==> src/rtl/prim_lfsr_arb_pkg.sv <==
// rtl/prim_lfsr_arb_pkg.sv - shared types and helpers for the LFSR arbiter
package prim_lfsr_arb_pkg;

  typedef enum logic [1:0] {
    RUN  = 2'd0,
    SREQ = 2'd1,
    LOAD = 2'd2
  } arb_state_e;

  // Bits needed to index n items (never less than one bit).
  function automatic int cnt_w(int n);
    return (n < 2) ? 1 : $clog2(n);
  endfunction

  // Round-robin pointer width for a given requester count.
  function automatic int ptr_w(int num_req);
    return cnt_w(num_req);
  endfunction

  // Grant counter width: must hold values 0..reseed_cnt inclusive.
  function automatic int gcnt_w(int reseed_cnt);
    return cnt_w(reseed_cnt + 1);
  endfunction

  // Right-shifting Galois feedback masks giving maximal-length sequences;
  // zero marks an unsupported width.
  function automatic logic [63:0] gal_xor_coeff(int width);
    case (width)
      4:       return 64'h9;
      8:       return 64'hB8;
      16:      return 64'hD008;
      32:      return 64'h8000_0057;
      default: return 64'h0;
    endcase
  endfunction

endpackage

==> src/rtl/prim_lfsr_arb_if.sv <==
// rtl/prim_lfsr_arb_if.sv - request/grant, data and reseed signals of the LFSR arbiter
interface prim_lfsr_arb_if #(
  parameter int unsigned NumReq = 4,
  parameter int unsigned LfsrDw = 32,
  parameter int unsigned OutDw  = 8
);
  logic [NumReq-1:0] req_i;
  logic [NumReq-1:0] gnt_o;
  logic [OutDw-1:0]  data_o;
  logic              reseed_i;
  logic              seed_req_o;
  logic              seed_ack_i;
  logic [LfsrDw-1:0] seed_i;
  logic              lockup_o;

  modport slave (
    input  req_i, reseed_i, seed_ack_i, seed_i,
    output gnt_o, data_o, seed_req_o, lockup_o
  );

  modport master (
    output req_i, reseed_i, seed_ack_i, seed_i,
    input  gnt_o, data_o, seed_req_o, lockup_o
  );
endinterface

==> src/rtl/prim_lfsr.sv <==
// rtl/prim_lfsr.sv - Galois XOR LFSR with seed load and entropy injection
module prim_lfsr
  import prim_lfsr_arb_pkg::*;
#(
  parameter string             LfsrType    = "GAL_XOR",
  parameter int unsigned       LfsrDw      = 32,
  parameter int unsigned       EntropyDw   = 8,
  parameter logic [LfsrDw-1:0] DefaultSeed = LfsrDw'(1)
) (
  input  logic                 clk_i,
  input  logic                 rst_ni,
  input  logic                 seed_en_i,
  input  logic [LfsrDw-1:0]    seed_i,
  input  logic                 lfsr_en_i,
  input  logic [EntropyDw-1:0] entropy_i,
  output logic [LfsrDw-1:0]    state_o
);

  localparam logic [LfsrDw-1:0] Coeff = LfsrDw'(gal_xor_coeff(int'(LfsrDw)));

  if (LfsrType != "GAL_XOR") begin : g_type_chk
    $error("prim_lfsr: only GAL_XOR is implemented");
  end
  if (Coeff == '0) begin : g_width_chk
    $error("prim_lfsr: no feedback mask for this LfsrDw");
  end
  if (EntropyDw > LfsrDw) begin : g_ent_chk
    $error("prim_lfsr: EntropyDw must not exceed LfsrDw");
  end

  logic [LfsrDw-1:0] lfsr_q;
  logic [LfsrDw-1:0] lfsr_next;

  // One Galois step: shift right, fold the feedback mask in when bit 0 is set.
  always_comb begin
    lfsr_next = {1'b0, lfsr_q[LfsrDw-1:1]} ^ ({LfsrDw{lfsr_q[0]}} & Coeff)
              ^ LfsrDw'(entropy_i);
  end

  // State register: seed load has priority over stepping.
  always_ff @(posedge clk_i) begin
    if (!rst_ni) begin
      lfsr_q <= DefaultSeed;
    end else if (seed_en_i) begin
      lfsr_q <= seed_i;
    end else if (lfsr_en_i) begin
      lfsr_q <= lfsr_next;
    end
  end

  assign state_o = lfsr_q;

endmodule

==> src/rtl/prim_lfsr_arb.sv <==
// rtl/prim_lfsr_arb.sv - round-robin sharing of one LFSR with reseed and lockup control
module prim_lfsr_arb
  import prim_lfsr_arb_pkg::*;
#(
  parameter int unsigned       NumReq    = 4,
  parameter int unsigned       LfsrDw    = 32,
  parameter int unsigned       OutDw     = 8,
  parameter logic [LfsrDw-1:0] Seed      = LfsrDw'(1),
  parameter int unsigned       ReseedCnt = 256
) (
  input logic            clk_i,
  input logic            rst_i,
  prim_lfsr_arb_if.slave bus
);

  localparam int PtrW  = ptr_w(int'(NumReq));
  localparam int GcntW = gcnt_w(int'(ReseedCnt));
  localparam int IdxW  = PtrW + 1;
  localparam int ReqW2 = 2 * int'(NumReq);

  if (Seed == '0) begin : g_seed_chk
    $error("prim_lfsr_arb: Seed must be nonzero");
  end
  if (OutDw > LfsrDw) begin : g_dw_chk
    $error("prim_lfsr_arb: OutDw must not exceed LfsrDw");
  end
  if (NumReq < 2) begin : g_req_chk
    $error("prim_lfsr_arb: NumReq must be at least 2");
  end

  arb_state_e        state_q, state_d;
  logic [PtrW-1:0]   ptr_q, ptr_d, winner;
  logic [GcntW-1:0]  gcnt_q, gcnt_d;
  logic [LfsrDw-1:0] seed_q, seed_d;
  logic [NumReq-1:0] gnt_q, gnt_d;
  logic [OutDw-1:0]  data_q, data_d;
  logic              lockup_q, lockup_d;
  logic [LfsrDw-1:0] lfsr_state, lfsr_seed;
  logic              lfsr_en, lfsr_seed_en, lfsr_zero, grant;
  logic [ReqW2-1:0]  req2, mask, masked;
  logic [IdxW-1:0]   win_idx;

  prim_lfsr #(
    .LfsrType   ("GAL_XOR"),
    .LfsrDw     (LfsrDw),
    .EntropyDw  (1),
    .DefaultSeed(Seed)
  ) u_lfsr (
    .clk_i    (clk_i),
    .rst_ni   (~rst_i),
    .seed_en_i(lfsr_seed_en),
    .seed_i   (lfsr_seed),
    .lfsr_en_i(lfsr_en),
    .entropy_i(1'b0),
    .state_o  (lfsr_state)
  );

  assign lfsr_zero = (lfsr_state == '0);

  // Round-robin pick: duplicate the requests, mask off positions below ptr,
  // and the lowest surviving bit (folded back modulo NumReq) wins.
  always_comb begin
    req2    = {bus.req_i, bus.req_i};
    mask    = ~((ReqW2'(1) << ptr_q) - ReqW2'(1));
    masked  = req2 & mask;
    win_idx = '0;
    for (int i = ReqW2 - 1; i >= 0; i--) begin
      if (masked[i]) win_idx = IdxW'(i);
    end
    winner = (win_idx >= IdxW'(NumReq)) ? PtrW'(win_idx - IdxW'(NumReq))
                                        : PtrW'(win_idx);
  end

  // Next-state, grant issue, LFSR control and reseed sequencing.
  always_comb begin
    state_d      = state_q;
    ptr_d        = ptr_q;
    gcnt_d       = gcnt_q;
    seed_d       = seed_q;
    gnt_d        = '0;
    data_d       = data_q;
    lockup_d     = lockup_q;
    lfsr_en      = 1'b0;
    lfsr_seed_en = 1'b0;
    lfsr_seed    = seed_q;
    grant        = 1'b0;
    unique case (state_q)
      RUN: begin
        if (lfsr_zero) begin
          // Stuck LFSR: flag it, skip this cycle's grant and restart from Seed.
          lockup_d     = 1'b1;
          lfsr_seed_en = 1'b1;
          lfsr_seed    = Seed;
        end else if (|bus.req_i) begin
          grant   = 1'b1;
          gnt_d   = NumReq'(1) << winner;
          data_d  = lfsr_state[OutDw-1:0];
          lfsr_en = 1'b1;
          ptr_d   = (winner == PtrW'(NumReq - 1)) ? '0 : winner + 1'b1;
          gcnt_d  = gcnt_q + 1'b1;
        end
        if (bus.reseed_i ||
            ((ReseedCnt != 0) && grant && (gcnt_d == GcntW'(ReseedCnt)))) begin
          state_d = SREQ;
        end
      end
      SREQ: begin
        if (bus.seed_ack_i) begin
          seed_d  = (bus.seed_i == '0) ? Seed : bus.seed_i;
          state_d = LOAD;
        end
      end
      LOAD: begin
        lfsr_seed_en = 1'b1;
        gcnt_d       = '0;
        state_d      = RUN;
      end
      default: state_d = RUN;
    endcase
  end

  // Registered state and outputs.
  always_ff @(posedge clk_i) begin
    if (rst_i) begin
      state_q  <= RUN;
      ptr_q    <= '0;
      gcnt_q   <= '0;
      seed_q   <= Seed;
      gnt_q    <= '0;
      data_q   <= '0;
      lockup_q <= 1'b0;
    end else begin
      state_q  <= state_d;
      ptr_q    <= ptr_d;
      gcnt_q   <= gcnt_d;
      seed_q   <= seed_d;
      gnt_q    <= gnt_d;
      data_q   <= data_d;
      lockup_q <= lockup_d;
    end
  end

  assign bus.gnt_o      = gnt_q;
  assign bus.data_o     = data_q;
  assign bus.seed_req_o = (state_q == SREQ);
  assign bus.lockup_o   = lockup_q;

endmodule

==> src/flat_wrapper.sv <==
// flat-port wrapper written by rule: the top's interface ports become plain ports
module prim_lfsr_arb_flat import prim_lfsr_arb_pkg::*;
#(
  parameter int unsigned       NumReq    = 4,
  parameter int unsigned       LfsrDw    = 32,
  parameter int unsigned       OutDw     = 8,
  parameter logic [LfsrDw-1:0] Seed      = LfsrDw'(1),
  parameter int unsigned       ReseedCnt = 256
)
  (clk_i, rst_i, bus_req_i, bus_reseed_i, bus_seed_ack_i, bus_seed_i, bus_gnt_o, bus_data_o, bus_seed_req_o, bus_lockup_o);
  prim_lfsr_arb_if #(.NumReq(NumReq), .LfsrDw(LfsrDw), .OutDw(OutDw)) bus_i ();
  input logic clk_i;
  input logic rst_i;
  input wire logic [$bits(bus_i.req_i)-1:0] bus_req_i;
  input wire logic [$bits(bus_i.reseed_i)-1:0] bus_reseed_i;
  input wire logic [$bits(bus_i.seed_ack_i)-1:0] bus_seed_ack_i;
  input wire logic [$bits(bus_i.seed_i)-1:0] bus_seed_i;
  output wire logic [$bits(bus_i.gnt_o)-1:0] bus_gnt_o;
  output wire logic [$bits(bus_i.data_o)-1:0] bus_data_o;
  output wire logic [$bits(bus_i.seed_req_o)-1:0] bus_seed_req_o;
  output wire logic [$bits(bus_i.lockup_o)-1:0] bus_lockup_o;
  assign bus_i.req_i = bus_req_i;
  assign bus_i.reseed_i = bus_reseed_i;
  assign bus_i.seed_ack_i = bus_seed_ack_i;
  assign bus_i.seed_i = bus_seed_i;
  assign bus_gnt_o = bus_i.gnt_o;
  assign bus_data_o = bus_i.data_o;
  assign bus_seed_req_o = bus_i.seed_req_o;
  assign bus_lockup_o = bus_i.lockup_o;
  prim_lfsr_arb #(.NumReq(NumReq), .LfsrDw(LfsrDw), .OutDw(OutDw), .Seed(Seed), .ReseedCnt(ReseedCnt)) u_core (.clk_i(clk_i), .rst_i(rst_i), .bus(bus_i));
endmodule
==> config.mk <==
export PLATFORM = sky130hd
export DESIGN_NAME = prim_lfsr_arb_flat
export DESIGN_NICKNAME = d
export VERILOG_FILES = /design/src/rtl/prim_lfsr_arb_pkg.sv /design/src/rtl/prim_lfsr_arb_if.sv /design/src/rtl/prim_lfsr.sv /design/src/rtl/prim_lfsr_arb.sv /design/src/flat_wrapper.sv
export SDC_FILE = /design/constraint.sdc
export NUM_CORES = 1
export LEC_CHECK = 0
export CAP_MARGIN = 20
export CORE_ASPECT_RATIO = 1.25
export CORE_UTILIZATION = 46
export CTS_BUF_LIST = sky130_fd_sc_hd__clkbuf_16
export CTS_CLUSTER_SIZE = 25
export DETAILED_ROUTE_END_ITERATION = 10
export PLACE_DENSITY = 0.68
export REMOVE_ABC_BUFFERS = 1
export SYNTH_ARGS = -nofsm -noshare
export SYNTH_HDL_FRONTEND = slang
export SYNTH_SLANG_ARGS = --single-unit
==> constraint.sdc <==
create_clock -name clk_i -period 4.6 [get_ports clk_i]
set_clock_uncertainty 0.15 [all_clocks]
set_input_delay 0.92 -clock clk_i [delete_from_list [all_inputs] [get_ports clk_i]]
set_output_delay 0.92 -clock clk_i [all_outputs]
set_load 0.01 [all_outputs]
==> flow_metrics.tcl <==
set metrics [dict create \
    routed_wl_um 11000 \
    status "completed" \
    grt_max_degree 51 \
    worstPathCellList "buf_4 -> inv_2 -> nor2_1 -> clkdlybuf4s50_1" \
    crit_end "bus_seed_req_o" \
    syn_to_final_growth_pct 19.7 \
    p_per_area_nw_per_um2 378 \
    hold_class "reg2reg" \
    critPathMaxFanout 43 \
    grt_antenna_before_repair 0 \
    die_y_um 112 \
    postSynthAreaPerCell_um2 8.18 \
    rows 39 \
    hold_violations 0 \
    die_area_um2 10000 \
    power_w 0.00200 \
    critPathArrivalTime_ns 1.99 \
    tns_ns 0 \
    portBuffers 53 \
    slew_viol_final 0 \
    clk-insertion-delay-late_ns 0.34 \
    synth_area_um2 4420 \
    fin_util_pct 57.3 \
    setup_viol 0 \
    clock-root-buffer "clkbuf_16" \
    ys_seq_area_share_pct 40.8 \
    synth_xor_area_share_pct 0.992 \
    clock_sinks 90 \
    period_needed_ns 3.06 \
    dp_cells 679 \
    first_pass_iters 4 \
    dpl.hpwl_um 7430 \
    synth-edff-count 0 \
    yosys.area_share.simple_pct 20.6 \
    rr_worst_depth 7 \
    hold_ws_ns 0.304 \
    synth_top_family_by_area "compound AO/OA/AOI/OAI gates" \
    io_pins 54 \
    worstMarginPinSlew_ns 0.848 \
    vias_per_cell 5.89 \
    path_class "reg2out" \
    routedWlPerCell_um 15.9 \
    regArea_um2 1800 \
    ir_drop_mv 0.222 \
    ant_nets 0 \
    layout_common_cells "dfxtp_1, nand2_1, a21oi_1, clkdlybuf4s50_1, o21ai_0" \
    synthMuxAreaShare_pct 0.453 \
    worstSetupEndpointType "output port" \
    layout_commonest_cell "dfxtp_1" \
    start_util_pct 47.9 \
    place_congestion 0.824 \
    ys.flop_type "dfxtp_1" \
    fmax_mhz 326 \
    syn_inst 540 \
    period_share_pct 66.6 \
    die_w_um 89.6 \
    grt_pass1_vias 3882 \
    synthArstFlopShare_pct 0 \
    fillCellCount 884 \
    drv_cap 0 \
    cts-hold-fix-buffers 0 \
    final_cell_count_no_fill 696 \
    route.vias.total 4099 \
    remaining_drc_errors 0 \
    grt_use_total_pct 23.5 \
    cts_setup_buffers 0 \
    synth_cell_types 45 \
    drtIter0Drc 242 \
    synth_compound_area_share_pct 29.0 \
    worst_path_largest_cell_delay_ns 0.55 \
    clkTransAtPathRegs_ns 0.06 \
    max-clock-path-buffers 2 \
    cts_tree "built" \
    critPathRequiredTime_ns 3.53 \
    cts_inserted_buffers 9 \
    reg2reg_to "u_core.gcnt_q[2]$_SDFFE_PP0P_" \
    p_leak_nw 1.79 \
    drive_above_1_share_pct 10.6 \
    yosys_warnings 0 \
    cp_slowest_cell "clkdlybuf4s50_1" \
    grt_setup_unrepaired "false" \
    regToRegSetupSlack_ns 1.81 \
    finalNetCount 611 \
    r2r-start "u_core.u_lfsr.state_o[0]$_SDFFE_PP1P_" \
    diodes 0 \
    multi_input_area_um2 2300 \
    max_slew_margin_pct 43.3 \
    postCtsResizedCells 0 \
    critPathLaunchType "flop" \
    startpoint "u_core.state_q[0]$_SDFFE_PP0P_" \
    h-tree-depth 3 \
    synth_fa_ha_area_share_pct 0.850 \
    coreArea_um2 9220 \
    grt_pass1_wl_um 18400 \
    ys_seq_elements 90 \
    grt_overflow 0 \
]
state kept, by name, indices dropped and copies added (netlist names):
signal	count
u_core.state_q	2
u_core.u_lfsr.state_o	32
u_core.seed_q	32
u_core.bus.data_o	8
u_core.ptr_q	2
u_core.bus.lockup_o	1
u_core.gcnt_q	9
u_core.bus.gnt_o	4
per-layer routing:
layer / wire length [µm] / up-vias / GRT usage, %
met3: 398 / 11 / 5.04
met5: 0 / - / 0
met1: 4810 / 1987 / 28.6
li1: - / 2012 / -
met2: 5700 / 89 / 40.3
met4: 139 / 0 / 7.72
per-stage QoR:
stage               setup WS (ns)  instance area, µm²
floorplan                  -0.453                4230
global placement             1.44                4970
detailed placement           1.40                4970
CTS                          1.54                5260
global route                 1.39                5280
finish                       1.54                5280
kinds of logic (layout without fill, tap and decap cells):
| logic type | after synthesis | after routing |
|---|---|---|
| AO/OA/AOI/OAI | 182 | 182 |
| XOR/XNOR | 5 | 5 |
| adder cells (fa/ha/maj) | 3 | 3 |
| buffers and inverters | 79 | 112 |
| flip-flops | 90 | 90 |
| multiplexers | 2 | 2 |
| AND/OR/NAND/NOR | 179 | 179 |
cell type report:
class / count / share of cell area, %
clock buffer: 9 / 4.26
clock inverter: 7 / 1.14
inverter: 35 / 2.49
multi-input combinational: 371 / 43.6
sequential: 90 / 34.1
tap: 123 / 2.91
timing repair buffer: 61 / 11.5
where the power goes:
group          switching (W)  internal, W  leakage (nW)
logic               0.000206     0.000178         0.913
registers          0.0000610     0.000845         0.737
clock network       0.000295     0.000414         0.140
cells in the mapped netlist, types with 7 or more instances:
library cell / instances / area [µm²]
clkbuf_1: 37 / 139
dfxtp_1: 90 / 1800
nor2_1: 12 / 45.0
nor2b_1: 7 / 43.8
nand2_1: 79 / 297
inv_1: 34 / 128
nor4_1: 17 / 106
o21ai_0: 46 / 230
a21oi_1: 77 / 385
a221oi_2: 29 / 435
nand3_1: 16 / 80.1
a31oi_1: 10 / 62.6
nor3_1: 9 / 45.0
nand4_1: 8 / 50.1
worst max-delay path, delay by kind of cell, from the launching register on:
kind	cells	cell delay, ns
buf+inv	3	1.16
flops	1	0.31
simple gates	1	0.16
worst min path at each step:
stage	start	end	slack [ns]	cells past startpoint
floorplan	u_core.seed_q[3]$_SDFFE_PP0P_	u_core.seed_q[3]$_SDFFE_PP0P_	0.28	2
global placement	u_core.bus.lockup_o$_SDFFE_PP0P_	u_core.bus.lockup_o$_SDFFE_PP0P_	0.29	2
detailed placement	u_core.bus.lockup_o$_SDFFE_PP0P_	u_core.bus.lockup_o$_SDFFE_PP0P_	0.30	2
CTS	u_core.bus.lockup_o$_SDFFE_PP0P_	u_core.bus.lockup_o$_SDFFE_PP0P_	0.31	2
global route	u_core.bus.lockup_o$_SDFFE_PP0P_	u_core.bus.lockup_o$_SDFFE_PP0P_	0.32	2
finish	u_core.bus.lockup_o$_SDFFE_PP0P_	u_core.bus.lockup_o$_SDFFE_PP0P_	0.30	2
No activity file was read; power rests on OpenSTA's default activity.
